==> config.mk <==
export PLATFORM = sky130hd
export DESIGN_NAME = mat_vec_mult_skew
export DESIGN_NICKNAME = d
export VERILOG_FILES = /design/src/rtl/mvm_pkg.sv /design/src/rtl/mvm_fifo.sv /design/src/rtl/mat_vec_mult_skew.sv
export SDC_FILE = /design/constraint.sdc
export NUM_CORES = 2
export LEC_CHECK = 0
export CAP_MARGIN = 20
export CORE_MARGIN = 10
export CORE_UTILIZATION = 50
export CTS_CLUSTER_SIZE = 25
export DETAILED_ROUTE_END_ITERATION = 12
export GPL_ROUTABILITY_DRIVEN = 1
export GPL_TIMING_DRIVEN = 0
export PLACE_DENSITY = 0.77
export SLEW_MARGIN = 0
export SYNTH_ARGS = -nofsm -noshare
export SYNTH_HDL_FRONTEND = slang
export SYNTH_SLANG_ARGS = --single-unit
==> constraint.sdc <==
create_clock -name clk -period 9.9 [get_ports clk]
set_clock_uncertainty 0.05 [all_clocks]
set_input_delay 0.99 -clock clk [delete_from_list [all_inputs] [get_ports clk]]
set_output_delay 0.99 -clock clk [all_outputs]
set_load 0.01 [all_outputs]
==> src/rtl/mvm_pkg.sv <==
// Shared state encoding and sizing helper for the skewed matrix-vector multiplier.
package mvm_pkg;

  typedef enum logic [1:0] {IDLE, RUN, DONE} mvm_state_t;

  function automatic int mvm_acc_width(input int data_width, input int cols);
    return 2 * data_width + $clog2(cols);
  endfunction

endpackage

==> src/rtl/mvm_fifo.sv <==
// First-word-fall-through FIFO with occupancy count and a sticky push-while-full flag.
module mvm_fifo #(
  parameter int DATA_WIDTH = 8,
  parameter int FIFO_DEPTH = 8,
  localparam int CW = $clog2(FIFO_DEPTH + 1),
  localparam int PW = (FIFO_DEPTH > 1) ? $clog2(FIFO_DEPTH) : 1
) (
  input  logic                  clk,
  input  logic                  rst,
  input  logic                  clr,
  input  logic                  flush,
  input  logic                  wren,
  input  logic [DATA_WIDTH-1:0] wdata,
  input  logic                  rden,
  output logic [DATA_WIDTH-1:0] rdata,
  output logic [CW-1:0]         count,
  output logic                  full,
  output logic                  overflow
);

  logic [DATA_WIDTH-1:0] mem [FIFO_DEPTH];
  logic [PW-1:0]         wptr;
  logic [PW-1:0]         rptr;
  logic                  push;
  logic                  pop;

  function automatic logic [PW-1:0] ptr_next(input logic [PW-1:0] p);
    return (p == PW'(FIFO_DEPTH - 1)) ? '0 : p + PW'(1);
  endfunction

  assign full  = (count == CW'(FIFO_DEPTH));
  assign push  = wren && !full;
  assign pop   = rden && (count != '0);
  assign rdata = mem[rptr];

  always_ff @(posedge clk) begin
    if (rst || flush) begin
      wptr  <= '0;
      rptr  <= '0;
      count <= '0;
    end else begin
      if (push) wptr <= ptr_next(wptr);
      if (pop)  rptr <= ptr_next(rptr);
      count <= count + CW'(push) - CW'(pop);
    end
  end

  always_ff @(posedge clk) begin
    if (rst || clr)       overflow <= 1'b0;
    else if (wren && full) overflow <= 1'b1;
  end

  always_ff @(posedge clk) begin
    if (push && !flush) mem[wptr] <= wdata;
  end

endmodule

==> src/rtl/mat_vec_mult_skew.sv <==
// ROWS x COLS matrix times vector: one MAC lane per row, vector skewed one cycle per lane.
// Define MVM_SIGNED_EN for two's-complement operands; otherwise everything is unsigned.
module mat_vec_mult_skew
  import mvm_pkg::*;
#(
  parameter int ROWS       = 8,
  parameter int COLS       = 8,
  parameter int DATA_WIDTH = 8,
  parameter int FIFO_DEPTH = 8,
  parameter int ACC_WIDTH  = mvm_acc_width(DATA_WIDTH, COLS)
) (
  input  logic                                clk,
  input  logic                                rst,
  input  logic                                clr,
  input  logic                                a_wren,
  input  logic [ROWS-1:0][DATA_WIDTH-1:0]     a_wdata,
  input  logic                                b_wren,
  input  logic [DATA_WIDTH-1:0]               b_wdata,
  output logic                                a_full,
  output logic                                b_full,
  output logic                                busy,
  output logic                                out_valid,
  output logic                                overflow,
  output logic [ROWS-1:0][ACC_WIDTH-1:0]      out
);

  localparam int CW = $clog2(FIFO_DEPTH + 1);
  localparam int TW = $clog2(ROWS + COLS);
  localparam logic [TW-1:0] T_LAST = TW'(COLS + ROWS - 2);

`ifdef MVM_SIGNED_EN
  typedef logic signed [DATA_WIDTH-1:0]   opnd_t;
  typedef logic signed [2*DATA_WIDTH-1:0] prod_t;
  typedef logic signed [ACC_WIDTH-1:0]    acc_t;
`else
  typedef logic [DATA_WIDTH-1:0]          opnd_t;
  typedef logic [2*DATA_WIDTH-1:0]        prod_t;
  typedef logic [ACC_WIDTH-1:0]           acc_t;
`endif

  if (FIFO_DEPTH < COLS) begin : g_depth_chk
    $error("mat_vec_mult_skew: FIFO_DEPTH must be >= COLS");
  end

  // Full-precision product, then sign/zero extension follows opnd_t signedness.
  function automatic acc_t mul_ext(input opnd_t x, input opnd_t y);
    prod_t p;
    p = prod_t'(x) * prod_t'(y);
    return acc_t'(p);
  endfunction

  mvm_state_t    state;
  logic [TW-1:0] t;
  logic          start;
  logic          flush;
  logic          b_pop;
  logic          b_ovf;
  logic [CW-1:0] b_cnt;
  opnd_t         b_head;
  opnd_t         bd [1:ROWS-1];
  logic [CW-1:0] a_cnt [ROWS];
  logic [ROWS-1:0] a_full_v;
  logic [ROWS-1:0] a_ovf_v;

  assign flush     = clr && (state != IDLE);
  assign busy      = (state == RUN);
  assign out_valid = (state == DONE) && !clr;
  assign a_full    = |a_full_v;
  assign overflow  = (|a_ovf_v) || b_ovf;
  assign b_pop     = (state == RUN) && (t < TW'(COLS));

  always_comb begin
    start = (b_cnt >= CW'(COLS));
    for (int k = 0; k < ROWS; k++) begin
      if (a_cnt[k] < CW'(COLS)) start = 1'b0;
    end
  end

  // Control: IDLE -> RUN -> DONE -> IDLE, t counts RUN cycles from 0.
  always_ff @(posedge clk) begin
    if (rst || clr) begin
      state <= IDLE;
      t     <= '0;
    end else begin
      case (state)
        IDLE: if (start) begin
          state <= RUN;
          t     <= '0;
        end
        RUN: begin
          if (t == T_LAST) state <= DONE;
          t <= t + TW'(1);
        end
        DONE:    state <= IDLE;
        default: state <= IDLE;
      endcase
    end
  end

  mvm_fifo #(.DATA_WIDTH(DATA_WIDTH), .FIFO_DEPTH(FIFO_DEPTH)) u_b_fifo (
    .clk(clk), .rst(rst), .clr(clr), .flush(flush),
    .wren(b_wren), .wdata(b_wdata), .rden(b_pop), .rdata(b_head),
    .count(b_cnt), .full(b_full), .overflow(b_ovf)
  );

  // Skew stage: tap i holds the vector element lane i consumes this cycle.
  always_ff @(posedge clk) begin
    if (rst || clr || state == IDLE) begin
      for (int k = 1; k < ROWS; k++) bd[k] <= '0;
    end else if (state == RUN) begin
      bd[1] <= b_head;
      for (int k = 2; k < ROWS; k++) bd[k] <= bd[k-1];
    end
  end

  for (genvar i = 0; i < ROWS; i++) begin : g_lane
    localparam logic [TW-1:0] T_LO = TW'(i);
    localparam logic [TW-1:0] T_HI = TW'(i + COLS);
    opnd_t a_head;
    opnd_t b_tap;
    acc_t  prod;
    acc_t  acc;
    logic  lo_ok;
    logic  active;

    if (i == 0) begin : g_first
      assign lo_ok = 1'b1;
      assign b_tap = b_head;
    end else begin : g_rest
      assign lo_ok = (t >= T_LO);
      assign b_tap = bd[i];
    end

    assign active = (state == RUN) && lo_ok && (t < T_HI);
    assign prod   = mul_ext(a_head, b_tap);

    mvm_fifo #(.DATA_WIDTH(DATA_WIDTH), .FIFO_DEPTH(FIFO_DEPTH)) u_a_fifo (
      .clk(clk), .rst(rst), .clr(clr), .flush(flush),
      .wren(a_wren), .wdata(a_wdata[i]), .rden(active), .rdata(a_head),
      .count(a_cnt[i]), .full(a_full_v[i]), .overflow(a_ovf_v[i])
    );

    // MAC stage: first active cycle loads, so no stale sum leaks between jobs.
    always_ff @(posedge clk) begin
      if (rst || clr)  acc <= '0;
      else if (active) acc <= (t == T_LO) ? prod : acc + prod;
    end

    assign out[i] = acc;
  end

endmodule

==> impl_summary.log <==
INFO  metric grt_pass1_wl = 239,000 um
INFO  metric maxClockFrequency = 115 MHz
INFO  metric timing.slew.headroom = 21.2%
INFO  metric final_layout_size_suffix_gt1_share = 7.10%
INFO  metric holdWs = 0.428 ns
INFO  metric worstSetupPathDepth = 27
INFO  metric cp.buffers_inverters = 6
INFO  metric r2r_cells = 27
INFO  metric track_usage = 23.1%
INFO  metric power.density_cell_area = 160 nW/um^2
INFO  metric cts_buffers = 98
INFO  metric critPathSlowestCell = sky130_fd_sc_hd__mux2i_1
INFO  metric detail_route.wirelength = 154,000 um
INFO  metric seq_area_frac_synth = 42.0%
INFO  metric net-switching-power = 3.20 mW
INFO  metric via_count_of_the_first_global_routing_pass = 42.0k
INFO  metric fin_total_pwr = 10.7 mW
INFO  metric detail-route-antenna-nets = 0
INFO  metric die-area = 131,000 um^2
INFO  metric fp-row-count = 125
INFO  metric cts.htree.levels = 3
INFO  metric endpoint_kind = flip-flop
INFO  metric hold_path.class = reg -> reg
INFO  metric cts.repair_timing.setup_buffer_count = 0
INFO  metric worst_slew_pin_slew = 1.15 ns
INFO  metric synthesis.area_per_instance = 11.4 um^2
INFO  metric number_of_gates_resized_after_cts = 0
INFO  metric detailedPlacementHpwl = 116,000 um
INFO  metric finalHoldViolCount = 0
INFO  metric grt_setup_unrepaired = no
INFO  metric ios = 234
INFO  metric max_fo_critical_path = 10
INFO  metric root_buffer = sky130_fd_sc_hd__clkbuf_16
INFO  metric synth-warning-count = 0
INFO  metric syn_inst = 5,161
INFO  metric critPathTopFamily = adder cells
INFO  metric synthArstFlopShare = 0%
INFO  metric worstSkewPairLatency = 0.71 ns
INFO  metric timing.final.crit_share = 88.2%
INFO  metric layout-area-overhead-vs-synth = 13.6%
INFO  metric synth_fp_nets = 6,069
INFO  metric firstDrtPassIters = 6
INFO  metric floorplan.die.width = 363 um
INFO  metric overflow = 0
INFO  metric cts.clk_slew.worst_paths = 0.07 ns
INFO  metric worstSetupStartpointType = flip-flop
INFO  metric start_util = 50.4%
INFO  metric synth_enable_flop_cells = 632
INFO  metric comb_power_share = 23.2%
INFO  metric grt_antenna_before_repair = 21
INFO  metric leakagePower = 27.8 nW
INFO  metric grt_max_degree = 33
INFO  metric viasPerCell = 5.79
INFO  metric intPower = 7.46 mW
INFO  metric numPortBuffers = 232
INFO  metric tns = 0 ns
INFO  metric dr_total_vias = 41.3k
INFO  metric cts_tree = done
INFO  metric clock_power_share = 36.2%
INFO  metric worstPathRequired = 10.44 ns
INFO  metric ctsHoldBuffers = 0
INFO  metric netlist_area = 58,700 um^2
INFO  metric flip_flop_and_latch_count_after_synthesis = 916
INFO  metric arrival = 9.27 ns
INFO  metric worstHoldPathCells = 2
INFO  metric post-route-drc-count = 0
INFO  metric finalSetupViolCount = 0
INFO  metric outcome = complete, no violations
INFO  metric final.min_clock_period = 8.73 ns
INFO  metric filler_cell_count = 9,463
INFO  metric swShare = 30.0%
INFO  metric deepest_clock_path_buffer_count = 3
INFO  metric coreArea = 116,000 um^2
INFO  metric vdd_drop_max = 259 uV
INFO  metric replace_congestion = 0.916
INFO  metric design.final.nets = 6,430
INFO  metric drt_iter0_drc = 3,127
INFO  metric slew_violations = 0
INFO  metric multi_input_comb_area = 31,700 um^2
INFO  metric drv.max_cap_violation_count = 0
INFO  metric ff_latch_area = 24,700 um^2
INFO  metric avgRoutedWirePerCell = 21.6 um
INFO  metric cts.sinks = 916
INFO  metric cpPeakStageDelay = 0.90 ns
INFO  metric ys_types = 77
INFO  metric critical_path_class = reg -> reg
INFO  metric die_y = 363 um
INFO  metric synth_top_flop_cell = sky130_fd_sc_hd__edfxtp_1
INFO  metric power.sequential.fraction = 40.5%
==> cell families after synthesis <==
kind of cell	Yosys count	synth area share (%)
multiplexers	250	7.33
flip-flops	916	42.0
buffers and inverters	631	4.08
XOR/XNOR	233	3.48
AO/OA/AOI/OAI	839	8.98
adder cells (fa/ha/maj)	831	21.6
AND/OR/NAND/NOR	1461	12.5
==> power groups by stage <==
stage | registers, mW | clock network [mW] | logic [mW]
after floorplan | 4.38 | 0 | 1.79
after global placement | 4.39 | 0 | 2.32
after detailed placement | 4.40 | 0 | 2.41
after CTS | 4.32 | 3.91 | 2.43
after global routing | 4.33 | 4.06 | 2.74
final | 4.32 | 3.86 | 2.48
==> layout make-up <==
class / count / area share [%]
Multi-Input combinational cell: 3614 / 47.5
Sequential cell: 916 / 37.0
Timing Repair Buffer: 261 / 4.02
Clock buffer: 122 / 3.94
Tap cell: 1524 / 2.86
Inverter: 489 / 2.75
Clock inverter: 64 / 1.11
Buffer: 142 / 0.848
Antenna cell: 3 / 0.0113
==> per-layer routing <==
| layer | vias up | wire length, um | global-route usage (%) |
|---|---|---|---|
| met5 | - | 113 | 0 |
| met4 | 18 | 5390 | 8.75 |
| met3 | 308 | 12900 | 5.34 |
| met2 | 1501 | 72500 | 37.9 |
| met1 | 20600 | 62900 | 29.7 |
| li1 | 18900 | - | - |
==> metrics by stage <==
step / cell area (um^2) / util (%) / worst slack, ns / std cells
floorplan: 58700 / - / 2.76 / 5161
global placement: 62900 / 54.1 / 1.43 / 6917
global route: 66700 / 57.3 / 0.708 / 7135
finish: 66700 / 57.3 / 1.17 / 7135
detailed placement: 63200 / 54.3 / 1.34 / 6940
CTS: 66600 / 57.2 / 1.23 / 7126
==> cells in the final DEF, fill, tap and decap left out, types with 48 or more instances in the layout <==
cell type | synthesis | routed
sky130_fd_sc_hd__a211oi_1 | 48 | 48
sky130_fd_sc_hd__a21o_1 | 77 | 77
sky130_fd_sc_hd__a21oi_1 | 309 | 309
sky130_fd_sc_hd__and3_1 | 58 | 58
sky130_fd_sc_hd__clkbuf_1 | 109 | 122
sky130_fd_sc_hd__clkbuf_16 | 0 | 101
sky130_fd_sc_hd__clkdlybuf4s50_1 | 0 | 232
sky130_fd_sc_hd__dfxtp_1 | 284 | 284
sky130_fd_sc_hd__edfxtp_1 | 632 | 632
sky130_fd_sc_hd__fa_1 | 305 | 305
sky130_fd_sc_hd__ha_1 | 526 | 526
sky130_fd_sc_hd__inv_1 | 489 | 489
sky130_fd_sc_hd__mux2i_1 | 106 | 106
sky130_fd_sc_hd__mux4_2 | 144 | 144
sky130_fd_sc_hd__nand2_1 | 288 | 287
sky130_fd_sc_hd__nand2b_1 | 119 | 119
sky130_fd_sc_hd__nor2_1 | 412 | 412
sky130_fd_sc_hd__nor2b_1 | 378 | 378
sky130_fd_sc_hd__nor3_1 | 60 | 55
sky130_fd_sc_hd__o21ai_0 | 160 | 160
sky130_fd_sc_hd__xnor2_1 | 157 | 157
sky130_fd_sc_hd__xor2_1 | 76 | 76
==> cells in the mapped netlist (all sizes together) (4+ instances only) <==
cell | n | share of area (%)
o21ai | 165 | 1.4
nand4 | 22 | 0.23
a221oi | 7 | 0.13
nand2 | 288 | 1.8
nor2b | 378 | 4.0
a211o | 9 | 0.13
clkbuf | 109 | 0.70
nand3 | 31 | 0.26
or2 | 20 | 0.21
a211oi | 48 | 0.61
o211ai | 22 | 0.29
mux2i | 106 | 1.8
a21o | 77 | 0.99
ha | 526 | 11
buf | 33 | 0.26
and2 | 27 | 0.29
fa | 305 | 10
inv | 489 | 3.1
dfxtp | 284 | 9.7
edfxtp | 632 | 32
nand2b | 119 | 1.3
o21a | 29 | 0.37
a2111oi | 10 | 0.16
o31a | 7 | 0.10
o31ai | 14 | 0.18
nor3 | 61 | 0.53
or3 | 18 | 0.19
mux4 | 144 | 5.5
a311oi | 28 | 0.42
a31oi | 36 | 0.38
nor2 | 412 | 2.6
nor4 | 6 | 0.064
o21bai | 25 | 0.32
nand3b | 4 | 0.051
a21oi | 310 | 2.7
and3 | 59 | 0.64
o41ai | 5 | 0.087
xnor2 | 157 | 2.3
o221ai | 8 | 0.12
xor2 | 76 | 1.1
nor3b | 4 | 0.051
==> flip-flops by register name, summed over array words and instances (netlist names), named ones only <==
name,cells
u_b_fifo.rptr,3
g_lane.acc,152
g_lane.u_a_fifo.overflow,8
t,4
u_b_fifo.wptr,3
u_b_fifo.mem,64
g_lane.u_a_fifo.mem,512
g_lane.u_a_fifo.rptr,24
g_lane.u_a_fifo.wptr,24
g_lane.u_a_fifo.count,32
state,2
bd,56
u_b_fifo.overflow,1
u_b_fifo.count,4
==> worst register-to-register path, delay by kind of cell (launching register included) <==
| kind | cells | cell delay, ns |
|---|---|---|
| DFF | 1 | 0.36 |
| adders and majority gates | 6 | 2.79 |
| buffers and inverters | 6 | 1.22 |
| and+or+nand+nor | 5 | 0.57 |
| muxes | 2 | 1.30 |
| AOI/OAI and AO/OA | 6 | 2.03 |
| xor gates and xnor gates | 2 | 0.32 |
==> final timing paths <==
kind,startpoint,to,slack (ns)
worst max-delay path,flip-flop,g_lane[0].acc[16],1.17
worst min-delay path,g_lane[5].acc[2],g_lane[5].acc[2],0.43
worst max register to register,flip-flop,g_lane[0].acc[16],1.17
worst min register to register,g_lane[5].acc[2],g_lane[5].acc[2],0.43
Note: power is estimated with default switching activity, not from simulation.
